===== config.mk =====
export PLATFORM = sky130hd
export DESIGN_NAME = sram_arbiter
export DESIGN_NICKNAME = d
export VERILOG_FILES = /design/src/rtl/sram_arb_pkg.sv /design/src/rtl/sram_arb_pick.sv /design/src/rtl/sram_arbiter.sv
export SDC_FILE = /design/constraint.sdc
export NUM_CORES = 1
export LEC_CHECK = 0
export CAP_MARGIN = 20
export CORE_MARGIN = 2
export CORE_UTILIZATION = 33
export CTS_CLUSTER_DIAMETER = 50
export DETAILED_ROUTE_END_ITERATION = 16
export PLACE_DENSITY = 0.92
export SETUP_SLACK_MARGIN = 0.05
export SLEW_MARGIN = 20
export SYNTH_ARGS = -nofsm -noshare
export SYNTH_HDL_FRONTEND = slang
export SYNTH_HIERARCHICAL = 1
export SYNTH_SLANG_ARGS = --single-unit

===== constraint.sdc =====
create_clock -name clk_i -period 3.63 [get_ports clk_i]
set_clock_uncertainty 0.2 [all_clocks]
set_input_delay 0.726 -clock clk_i [delete_from_list [all_inputs] [get_ports clk_i]]
set_output_delay 0.726 -clock clk_i [all_outputs]
set_load 0.01 [all_outputs]

===== src/rtl/sram_arb_pkg.sv =====
// -----------------------------------------------------------------------------
// sram_arb_pkg
// Shared constants and types for the dual-master SRAM arbiter.
//   ADDR_W      byte address width seen by both requesters
//   BANK_AW     word address width of one 512x8 macro
//   BANK_SEL_W  width of the bank-select field (addr[11:9])
//   req_id_t    identifies which requester owns an access
//   rd_pipe_t   one stage of the read-return pipeline
// -----------------------------------------------------------------------------
package sram_arb_pkg;

    localparam int ADDR_W     = 12;
    localparam int BANK_AW    = 9;
    localparam int BANK_SEL_W = 3;
    localparam int DATA_W     = 8;

    typedef enum logic {
        REQ_CPU = 1'b0,
        REQ_DMA = 1'b1
    } req_id_t;

    // Read-return bookkeeping: the owner of the read and the bank whose Q
    // output must be steered back one cycle after the grant.
    typedef struct packed {
        logic                  valid;
        req_id_t               id;
        logic [BANK_SEL_W-1:0] bank;
    } rd_pipe_t;

    function automatic logic [BANK_SEL_W-1:0] bank_of(input logic [ADDR_W-1:0] addr);
        return addr[ADDR_W-1:BANK_AW];
    endfunction

    function automatic logic [BANK_AW-1:0] word_of(input logic [ADDR_W-1:0] addr);
        return addr[BANK_AW-1:0];
    endfunction

endpackage


===== src/rtl/sram_arb_pick.sv =====
// -----------------------------------------------------------------------------
// sram_arb_pick
// Purely combinational winner selection between CPU and DMA.
//   cpu_req, dma_req   live (reset-qualified) requests
//   cpu_quota_spent    CPU has used all of its consecutive grants while DMA
//                      was waiting
//   cpu_gnt, dma_gnt   one-hot-or-zero grant
//   any_gnt            some access is issued this cycle
//   winner             owner of the issued access (CPU when idle)
// -----------------------------------------------------------------------------
module sram_arb_pick
    import sram_arb_pkg::*;
(
    input  logic    cpu_req,
    input  logic    dma_req,
    input  logic    cpu_quota_spent,
    output logic    cpu_gnt,
    output logic    dma_gnt,
    output logic    any_gnt,
    output req_id_t winner
);

    always_comb begin
        cpu_gnt = 1'b0;
        dma_gnt = 1'b0;
        winner  = REQ_CPU;
        if (cpu_req && !(dma_req && cpu_quota_spent)) begin
            cpu_gnt = 1'b1;
        end else if (dma_req) begin
            dma_gnt = 1'b1;
            winner  = REQ_DMA;
        end
        any_gnt = cpu_gnt | dma_gnt;
    end

endmodule


===== src/rtl/sram_arbiter.sv =====
// -----------------------------------------------------------------------------
// sram_arbiter
// Arbitrates a CPU port and a DMA port onto NUM_BANKS shared 512x8 SRAM
// macros. The granted access drives the macro pins in the grant cycle; read
// data returns exactly one cycle later from the bank addressed at grant time.
// CPU has priority but may take at most CPU_WEIGHT consecutive grants while
// DMA is waiting.
//
// Ports
//   clk_i, rst_n                     clock, asynchronous active-low reset
//   cpu_/dma_ req, we, addr, wdata   request side (held until gnt)
//   cpu_/dma_ gnt                    access accepted this cycle (combinational)
//   cpu_/dma_ rvalid, rdata          read return, rdata is zero when !rvalid
//   CEN_all, WEN_all, A_all, D_all   shared macro controls (active-low)
//   GWEN                             per-bank active-low write enable
//   Q_all                            concatenated bank read data
// -----------------------------------------------------------------------------
module sram_arbiter
    import sram_arb_pkg::*;
#(
    parameter int CPU_WEIGHT = 4,
    parameter int NUM_BANKS  = 8
) (
    input  logic                    clk_i,
    input  logic                    rst_n,

    input  logic                    cpu_req,
    input  logic                    cpu_we,
    input  logic [ADDR_W-1:0]       cpu_addr,
    input  logic [DATA_W-1:0]       cpu_wdata,
    output logic                    cpu_gnt,
    output logic                    cpu_rvalid,
    output logic [DATA_W-1:0]       cpu_rdata,

    input  logic                    dma_req,
    input  logic                    dma_we,
    input  logic [ADDR_W-1:0]       dma_addr,
    input  logic [DATA_W-1:0]       dma_wdata,
    output logic                    dma_gnt,
    output logic                    dma_rvalid,
    output logic [DATA_W-1:0]       dma_rdata,

    output logic                    CEN_all,
    output logic [DATA_W-1:0]       WEN_all,
    output logic [BANK_AW-1:0]      A_all,
    output logic [DATA_W-1:0]       D_all,
    output logic [NUM_BANKS-1:0]    GWEN,
    input  logic [8*NUM_BANKS-1:0]  Q_all
);

    localparam int                CNT_W   = $clog2(CPU_WEIGHT + 1);
    localparam logic [CNT_W-1:0]  CNT_MAX = CNT_W'(CPU_WEIGHT);

    // ------------------------------------------------------------------
    // State
    // ------------------------------------------------------------------
    logic [CNT_W-1:0]   cnt_q,  cnt_d;
    logic [BANK_AW-1:0] a_q,    a_d;
    logic [DATA_W-1:0]  d_q,    d_d;
    rd_pipe_t           rd_q,   rd_d;

    // ------------------------------------------------------------------
    // Arbitration
    // ------------------------------------------------------------------
    // Requests are qualified with rst_n so grants (and therefore every pin
    // that follows from a grant) drop immediately when reset asserts,
    // without waiting for a clock edge.
    logic    cpu_req_live;
    logic    dma_req_live;
    logic    cpu_quota_spent;
    logic    any_gnt;
    req_id_t winner;

    assign cpu_req_live    = cpu_req & rst_n;
    assign dma_req_live    = dma_req & rst_n;
    assign cpu_quota_spent = (cnt_q == CNT_MAX);

    sram_arb_pick u_pick (
        .cpu_req         (cpu_req_live),
        .dma_req         (dma_req_live),
        .cpu_quota_spent (cpu_quota_spent),
        .cpu_gnt         (cpu_gnt),
        .dma_gnt         (dma_gnt),
        .any_gnt         (any_gnt),
        .winner          (winner)
    );

    // ------------------------------------------------------------------
    // Winning access
    // ------------------------------------------------------------------
    logic                  sel_we;
    logic [ADDR_W-1:0]     sel_addr;
    logic [DATA_W-1:0]     sel_wdata;
    logic                  wr_gnt;
    logic                  rd_gnt;
    logic [BANK_SEL_W-1:0] sel_bank;

    always_comb begin
        sel_we    = cpu_we;
        sel_addr  = cpu_addr;
        sel_wdata = cpu_wdata;
        if (winner == REQ_DMA) begin
            sel_we    = dma_we;
            sel_addr  = dma_addr;
            sel_wdata = dma_wdata;
        end
        wr_gnt   = any_gnt &  sel_we;
        rd_gnt   = any_gnt & ~sel_we;
        sel_bank = bank_of(sel_addr);
    end

    // ------------------------------------------------------------------
    // Next-state logic
    // ------------------------------------------------------------------
    always_comb begin
        // Consecutive CPU grant counter: only meaningful while DMA waits,
        // so it clears whenever DMA is idle or is served.
        cnt_d = cnt_q;
        if (!dma_req_live || dma_gnt) begin
            cnt_d = '0;
        end else if (cpu_gnt && !cpu_quota_spent) begin
            cnt_d = cnt_q + 1'b1;
        end

        // A/D hold their last driven value when the bus is idle so the
        // macro inputs do not toggle needlessly.
        a_d = a_q;
        d_d = d_q;
        if (any_gnt) begin
            a_d = word_of(sel_addr);
        end
        if (wr_gnt) begin
            d_d = sel_wdata;
        end

        rd_d.valid = rd_gnt;
        rd_d.id    = winner;
        rd_d.bank  = sel_bank;
    end

    always_ff @(posedge clk_i or negedge rst_n) begin
        if (!rst_n) begin
            cnt_q      <= '0;
            a_q        <= '0;
            d_q        <= '0;
            rd_q.valid <= 1'b0;
            rd_q.id    <= REQ_CPU;
            rd_q.bank  <= '0;
        end else begin
            cnt_q <= cnt_d;
            a_q   <= a_d;
            d_q   <= d_d;
            rd_q  <= rd_d;
        end
    end

    // ------------------------------------------------------------------
    // SRAM pins
    // ------------------------------------------------------------------
    always_comb begin
        CEN_all = ~any_gnt;
        WEN_all = wr_gnt ? {DATA_W{1'b0}} : {DATA_W{1'b1}};
        A_all   = any_gnt ? word_of(sel_addr) : a_q;
        D_all   = wr_gnt ? sel_wdata : d_q;
    end

    for (genvar gi = 0; gi < NUM_BANKS; gi++) begin : g_gwen
        assign GWEN[gi] = ~(wr_gnt && (sel_bank == BANK_SEL_W'(gi)));
    end

    // ------------------------------------------------------------------
    // Read return
    // ------------------------------------------------------------------
    logic [DATA_W-1:0] q_bank [NUM_BANKS];
    logic [DATA_W-1:0] rd_word;

    for (genvar gi = 0; gi < NUM_BANKS; gi++) begin : g_qsplit
        assign q_bank[gi] = Q_all[8*gi +: 8];
    end

    always_comb begin
        rd_word    = q_bank[rd_q.bank];
        cpu_rvalid = rd_q.valid && (rd_q.id == REQ_CPU);
        dma_rvalid = rd_q.valid && (rd_q.id == REQ_DMA);
        cpu_rdata  = cpu_rvalid ? rd_word : '0;
        dma_rdata  = dma_rvalid ? rd_word : '0;
    end

endmodule


==> metrics.md <==
| Metric | Value |
|---|---|
| Fin crit period | `between 3 and 4 ns` |
| Yosys reg bits | `25` |
| Vias in the first global route | `about 2200` |
| Final setup vio count | `0` |
| CP Cell Sequence | `clkdlybuf4s50_1, and2_4, a21boi_4, buf_6, buf_6, mux2i_4, buf_4, nor2_1, nand2_1, dlygate4sd2_1` |
| Total number of vias | `2299` |
| Drt first-iter violations | `38` |
| Post-route ant nets | `0` |
| CP Capture Type | `output port` |
| R2R Setup Slk | `between 1 and 1.5 ns` |
| Overflow after GRT | `0` |
| Max Freq | `0.287 GHz` |
| CP Max Fanout | `3` |
| Worst path max stage delay | `0.48 ns` |
| Final Hold Vio Count | `0` |
| EDFF count, synth | `0` |
| Max-slew violations | `0` |
| Total Power | `922 uW` |
| Final WS setup | `~0.14 ns` |
| Sink Count | `25` |
| Pre-antenna DRT Iters | `4` |
| Dpl hpwl | `between 5000 and 6000 um` |
| Worst EP required | `around 2.7 ns` |
| Dpl cells | `456` |
| Via density | `slightly below 5` |
| Synth Flop Type | `dfrtp_1` |
| Die area | `between 6000 and 7000 sq um` |
| Worst VDD drop | `approximately 0.15 mV` |
| Crit path launch type | `input port` |
| Placement Rows | `28` |
| Reg2reg end | `d_q[2]` |
| Syn avg cell area | `just over 9 sq um` |
| Root buf cell | `clkbuf_8` |
| Filler cell count | `between 400 and 500` |
| Syn nets | `between 300 and 400` |
| CTS buffer count | `3` |
| Worst Setup Path Type | `input port to output port` |
| # diodes | `0` |
| Routability cong. | `around 0.83` |
| Pwr Density | `roughly 240 nW/um^2` |
| Leakage power | `between 0.0015 and 0.002 uW` |
| Core footprint | `5920 sq um` |
| Outcome | `finished, final reports clean` |
| Global-route wire length before repair | `between 9000 and 10000 um` |
| Die width | `~80 um` |
| Max-cap violation count | `0` |
| Hold crit path type | `input port to asynchronous set/reset pin` |
| Top Family by Delay on Critical Path | `buffers and inverters` |
| Routed wire per std cell | `approximately 15 um` |
| Final std cells w/o fill | `approximately 470` |
| Mapped Area | `2020 sq um` |
| I/O Buffers | `about 160` |
| Area Growth Syn to Fin | `88.5%` |
| NumNets Final | `just over 500` |
| DP Area | `3730 sq um` |
| Worst-skew pair later-pin latency | `about 0.26 ns` |
| Relative slew slack | `60.7%` |
| CP most frequent cell | `buf_6` |
| Clock slew at reported path FFs | `around 0.08 ns` |
| Share of post-route cells with drive strength above 1 | `approximately 17%` |
| # H-tree levels | `1` |
| Synth Instances | `roughly 220` |
| CP arrival | `2.56 ns` |
| DRT Wirelength | `about 7000 um` |
| Async set-reset flop share out of synthesis | `between 90% and 100%` |
| DRC Markers | `0` |
| RSZ-0062 raised after global routing | `false` |
| Worst reg2reg path depth | `10` |
| Slowest CP cell | `clkdlybuf4s50_1` |
| Cell variety after synth | `31` |
| Maximum buffer depth of the clock tree | `2` |
| Setup WS pre-CTS | `-0.258 ns` |
| I/O pin count | `around 160` |
| Worst Tran Pin Value | `a little under 0.6 ns` |
| Largest net degree at the start of global routing | `33` |
| CTS tree | `done` |
| Initial antenna violation count | `0` |
| Seq/Total Area, Yosys | `30.9%` |
| Reg2reg start | `cnt_q[0]` |
| Period utilization | `96.1%` |
| CP bufs+invs | `5` |
| Die H | `~80 um` |
| Design area | `between 3000 and 4000 sq um` |
| GRT Total Usage | `about a fifth` |
| Initial cell density of the core | `approximately a third` |
| Synth warnings | `6` |
-- worst max-delay path by stage --
stage / startpoint / cells after the start / endpoint / slack (ns)
final: dma_req / 10 / GWEN[7] / 0.14
after global routing: dma_req / 10 / GWEN[5] / 0.06
after CTS: rst_n / 10 / GWEN[0] / -0.03
after detailed placement: rst_n / 8 / D_all[5] / -0.26
after global placement: rst_n / 8 / D_all[4] / -0.17
after floorplan: rst_n / 7 / D_all[0] / 0.22
-- what timing repair did --
| action | CTS | global route |
|---|---|---|
| resized for setup | 66 | 14 |
| buffers inserted | 3 | 2 |
| endpoints found under the setup margin | 33 | 17 |
| hold buffers | 0 | 0 |
-- power by group --
group	total [uW]	switching, uW	internal (uW)
sequential	324	10.4	313
clock	161	82.7	78.3
combinational	437	181	256
total	922	275	647
-- layout by cell type, fill, tap and decap left out, drive strengths merged --
| cell | Yosys | final |
|---|---|---|
| mux2i | 36 | 36 |
| mux2 | 18 | 18 |
| a21bo | 1 | 1 |
| a22o | 8 | 8 |
| nor3 | 16 | 16 |
| nand3b | 2 | 2 |
| a21oi | 14 | 14 |
| dlygate4sd2 | 0 | 23 |
| clkbuf | 4 | 4 |
| o22ai | 8 | 8 |
| nor2b | 1 | 1 |
| nand2 | 15 | 15 |
| buf | 17 | 31 |
| or3b | 1 | 1 |
| o21ai | 17 | 17 |
| or3 | 1 | 1 |
| nand3 | 1 | 1 |
| or2 | 1 | 1 |
| nor2 | 15 | 15 |
| ha | 2 | 2 |
| clkdlybuf4s50 | 0 | 129 |
| dlymetal6s2s | 0 | 1 |
| clkdlybuf4s15 | 0 | 2 |
| dfrtp | 25 | 25 |
| inv | 9 | 9 |
| a21boi | 3 | 3 |
| nand2b | 3 | 3 |
| and2 | 3 | 3 |
-- state kept, by name (all words and copies together), names as in the netlist --
register	cells
cnt_q	3
a_q	9
d_q	8
rd_q	5
-- cell families after synthesis --
kind of cell,count (synthesis),synth area share (%)
and+or+nand+nor,59,14.2
muxes,54,27.8
AOI/OAI and AO/OA,51,15.5
buffers and inverters,30,10.3
DFF,25,30.9
adders and majority gates,2,1.24
-- cell type report --
type	count	area [sq um]	share of cell area, %
clock buffer	4	45.0	1.18
inverter	9	33.8	0.886
multi-input combinational	166	1240	32.6
sequential	25	626	16.4
tap	75	93.8	2.46
timing repair buffer	186	1770	46.4
-- cell usage after synthesis (2+ instances only) --
cell / count / area share, %
nor2_1: 15 / 2.8
o21ai_0: 17 / 4.2
clkbuf_1: 3 / 0.56
ha_1: 2 / 1.2
a21oi_1: 14 / 3.5
nor3_1: 14 / 3.5
nand2b_1: 3 / 0.93
inv_1: 9 / 1.7
nand2_1: 15 / 2.8
mux2i_1: 36 / 18
dfrtp_1: 25 / 31
buf_4: 10 / 3.7
buf_12: 2 / 2.0
a21boi_0: 3 / 1.1
a22o_1: 8 / 3.5
o22ai_1: 7 / 2.2
buf_6: 3 / 1.7
and2_1: 3 / 0.93
nand3b_1: 2 / 0.74
nor3_2: 2 / 0.99
mux2_2: 18 / 10
-- routing by layer --
| layer | wire (um) | track usage, % | up-vias |
|---|---|---|---|
| li1 | - | - | 1122 |
| met1 | 2450 | 19.0 | 1040 |
| met5 | 0 | 0 | - |
| met2 | 3480 | 36.1 | 119 |
| met3 | 844 | 4.89 | 18 |
| met4 | 192 | 6.33 | 0 |
-- per-stage QoR --
step	setup TNS (ns)	util, %	hold slack [ns]
after global placement	-3.99	63.1	0.301
final	0	64.4	0.319
after detailed placement	-5.43	63.1	0.310
after floorplan	0	-	0.230
after CTS	-0.121	63.4	0.330
after global routing	0	64.4	0.354
Note: power is estimated with default switching activity, not from simulation.
==> patch (same flow settings) <==
`CPU_WEIGHT`: 4 -> 8.
--- a/src/rtl/sram_arbiter.sv
+++ b/src/rtl/sram_arbiter.sv
@@ -18,7 +18,7 @@
 module sram_arbiter
     import sram_arb_pkg::*;
 #(
-    parameter int CPU_WEIGHT = 4,
+    parameter int CPU_WEIGHT = 8,
     parameter int NUM_BANKS  = 8
 ) (
     input  logic                    clk_i,
Behaviour: not the same (Yosys sat finds a counterexample within 10 cycles, from zero or initial values and one cycle with rst_n low).
==> patch against the unedited design <==
Sequential cell count rose by 1. Worst setup slack improved by 0.024 ns. Critical path depth increased by 4. First-iteration DRC count rose by 82%. Maximum frequency grew 0.70%. Area after synthesis is 5.6% higher. Design area is 4.2% higher. Routed wire length increased by 13%. Combinational power grew 6.6%. Total power increased by 4.9%. Critical endpoint is now D_all[3]. Largest power group unchanged.
==> patch: results (changes against the unedited design) <==
outcome complete, no violations (unchanged); cell count after placement 461 (was 456); net count after synthesis 337 (was 333); first-pass GRT wire length 12.3 mm (was 9.89 mm); count of inserted antenna diode cells 0 (unchanged); fraction of layout instances using a drive strength above 1 20.3% (was 17.4%); Buffers on Ports 163 (unchanged); worst-case clock buffer depth 2 (unchanged); launching element of the worst setup path cnt_q[0]$_DFFE_PN0P_ (was dma_req); hold crit path type flip-flop to flip-flop (was primary input to asynchronous set/reset pin); last weighted congestion value of the routability-driven placer 0.773 (was 0.831); met3 capacity usage during global routing 6.10% (was 4.89%); Syn Inst Count 225 (was 221); Non-clock buffer share 45.5% (was 46.4%); total wire length after detailed routing 7.89 mm (was 6.97 mm); Slew @ Worst Pin 0.553 ns (was 0.588 ns); crit path max-delay cell type sky130_fd_sc_hd__dfrtp_1 (was sky130_fd_sc_hd__clkdlybuf4s50_1); number of flip-flops and latches in the synthesized netlist 26 (was 25); static leakage 1.64 nW (was 1.56 nW); average vias per placed instance 5.08 (was 4.94); drt first pass iters 4 (unchanged); top-count cell post-synth sky130_fd_sc_hd__mux2i_1 (unchanged); uppermost layer routed met4 (unchanged); number of nets in the finished design 508 (was 503); total number of multi-input combinational cells 167 (was 166); Max Fanout on Critical Path 8 (was 3); Max stage delay on crit path 0.43 ns (was 0.48 ns); wire length on met2 4.05 mm (was 3.48 mm); number of global-route vias before repair 2,522 (was 2,249); leading register cell type out of synthesis sky130_fd_sc_hd__dfrtp_1 (unchanged); DRT met1 WL 2.89 mm (was 2.45 mm); via count 2,392 (was 2,299); global-route met1 utilization 22.4% (was 19.0%); cell count of the worst hold path 2; non-clock buffer count 187 (was 186); Worst IR Drop VDD 0.000294 V (was 0.000148 V); fraction of area in clock buffers and inverters 1.04% (was 1.18%); share of synthesized area occupied by flip-flops and latches 30.4% (was 30.9%); critical path data arrival time 2.54 ns (was 2.56 ns); proportion of cell area occupied by multi-input gates 33.6% (was 32.6%); total track usage 21.4% (was 18.6%); most instantiated cells after synthesis sky130_fd_sc_hd__mux2i_1, sky130_fd_sc_hd__dfrtp_1, sky130_fd_sc_hd__o21ai_0 (was sky130_fd_sc_hd__mux2i_1, sky130_fd_sc_hd__dfrtp_1, sky130_fd_sc_hd__mux2_2); iteration-0 DRC count of the detailed router 69 (was 38); sum of met3 wire segment lengths after detailed routing 824 um (was 844 um); reg2reg path depth 14 (was 10); placed standard-cell area 3870 um2 (was 3730 um2); met2 track demand over resource 41.4% (was 36.1%); distinct cell type count of the synthesized netlist 35 (was 31); most area-consuming cells after synthesis sky130_fd_sc_hd__dfrtp_1, sky130_fd_sc_hd__mux2i_1, sky130_fd_sc_hd__mux2_2 (unchanged); Register Area 651 um2 (was 626 um2); post-DP HPWL 6.29 mm (was 5.70 mm); Post-Place Worst Slack -0.335 ns (was -0.258 ns); row count 29 (was 28); non-clock inverter count in the final layout 11 (was 9); fraction of the core area covered by cells at the end of the flow 62.9% (was 64.4%); fill cell total of the finished layout 507 (was 499)
[patch: changes by cell type in the layout (fill, tap and decap cells not counted), moves of 3 or more]
| cell | delta |
|---|---|
| sky130_fd_sc_hd__dlymetal6s2s_1 | +5 |
| sky130_fd_sc_hd__mux2_1 | +3 |
| sky130_fd_sc_hd__mux2_4 | +3 |
| sky130_fd_sc_hd__o22ai_2 | +4 |
| sky130_fd_sc_hd__mux2_2 | -6 |
| sky130_fd_sc_hd__nor3_2 | +8 |
| sky130_fd_sc_hd__nor3_1 | -8 |
| sky130_fd_sc_hd__o22ai_1 | -4 |
| sky130_fd_sc_hd__nand2_1 | -4 |
| sky130_fd_sc_hd__o21ai_1 | +4 |
[patch: report_power, final]
part	switching (W)	internal (W)
Clock	0.0000906	0.0000745
Combinational	0.000202	0.000264
Sequential	0.0000121	0.000325
[patch: kinds of logic (layout without fill, tap and decap cells)]
family / after synthesis / count (layout) / synth area share (%)
simple gates: 59 / 59 / 15.9
mux: 54 / 54 / 26.9
compound gates: 51 / 51 / 15.5
buf+inv: 32 / 201 / 9.72
flops: 26 / 26 / 30.4
fa+ha+maj: 2 / 2 / 1.17
xor+xnor: 1 / 1 / 0.410
[patch: what timing repair did]
action / CTS / global route
pin swaps: 0 / 2
setup endpoints to repair: 34 / 30
setup buffers: 3 / 4
resized for setup: 68 / 17
[patch: path summary, 6_finish.rpt]
| check | end | slack (ns) |
|---|---|---|
| max in group asynchronous | d_q[7]$_DFF_PN0_ | 2.62 |
| hold / removal | d_q[0]$_DFF_PN0_ | 0.33 |
| min in group asynchronous | a_q[0]$_DFF_PN0_ | 0.36 |
| setup reg to reg | d_q[3]$_DFF_PN0_ | 1.15 |
| hold reg to reg | d_q[0]$_DFF_PN0_ | 0.33 |
| setup / recovery | D_all[3] | 0.17 |
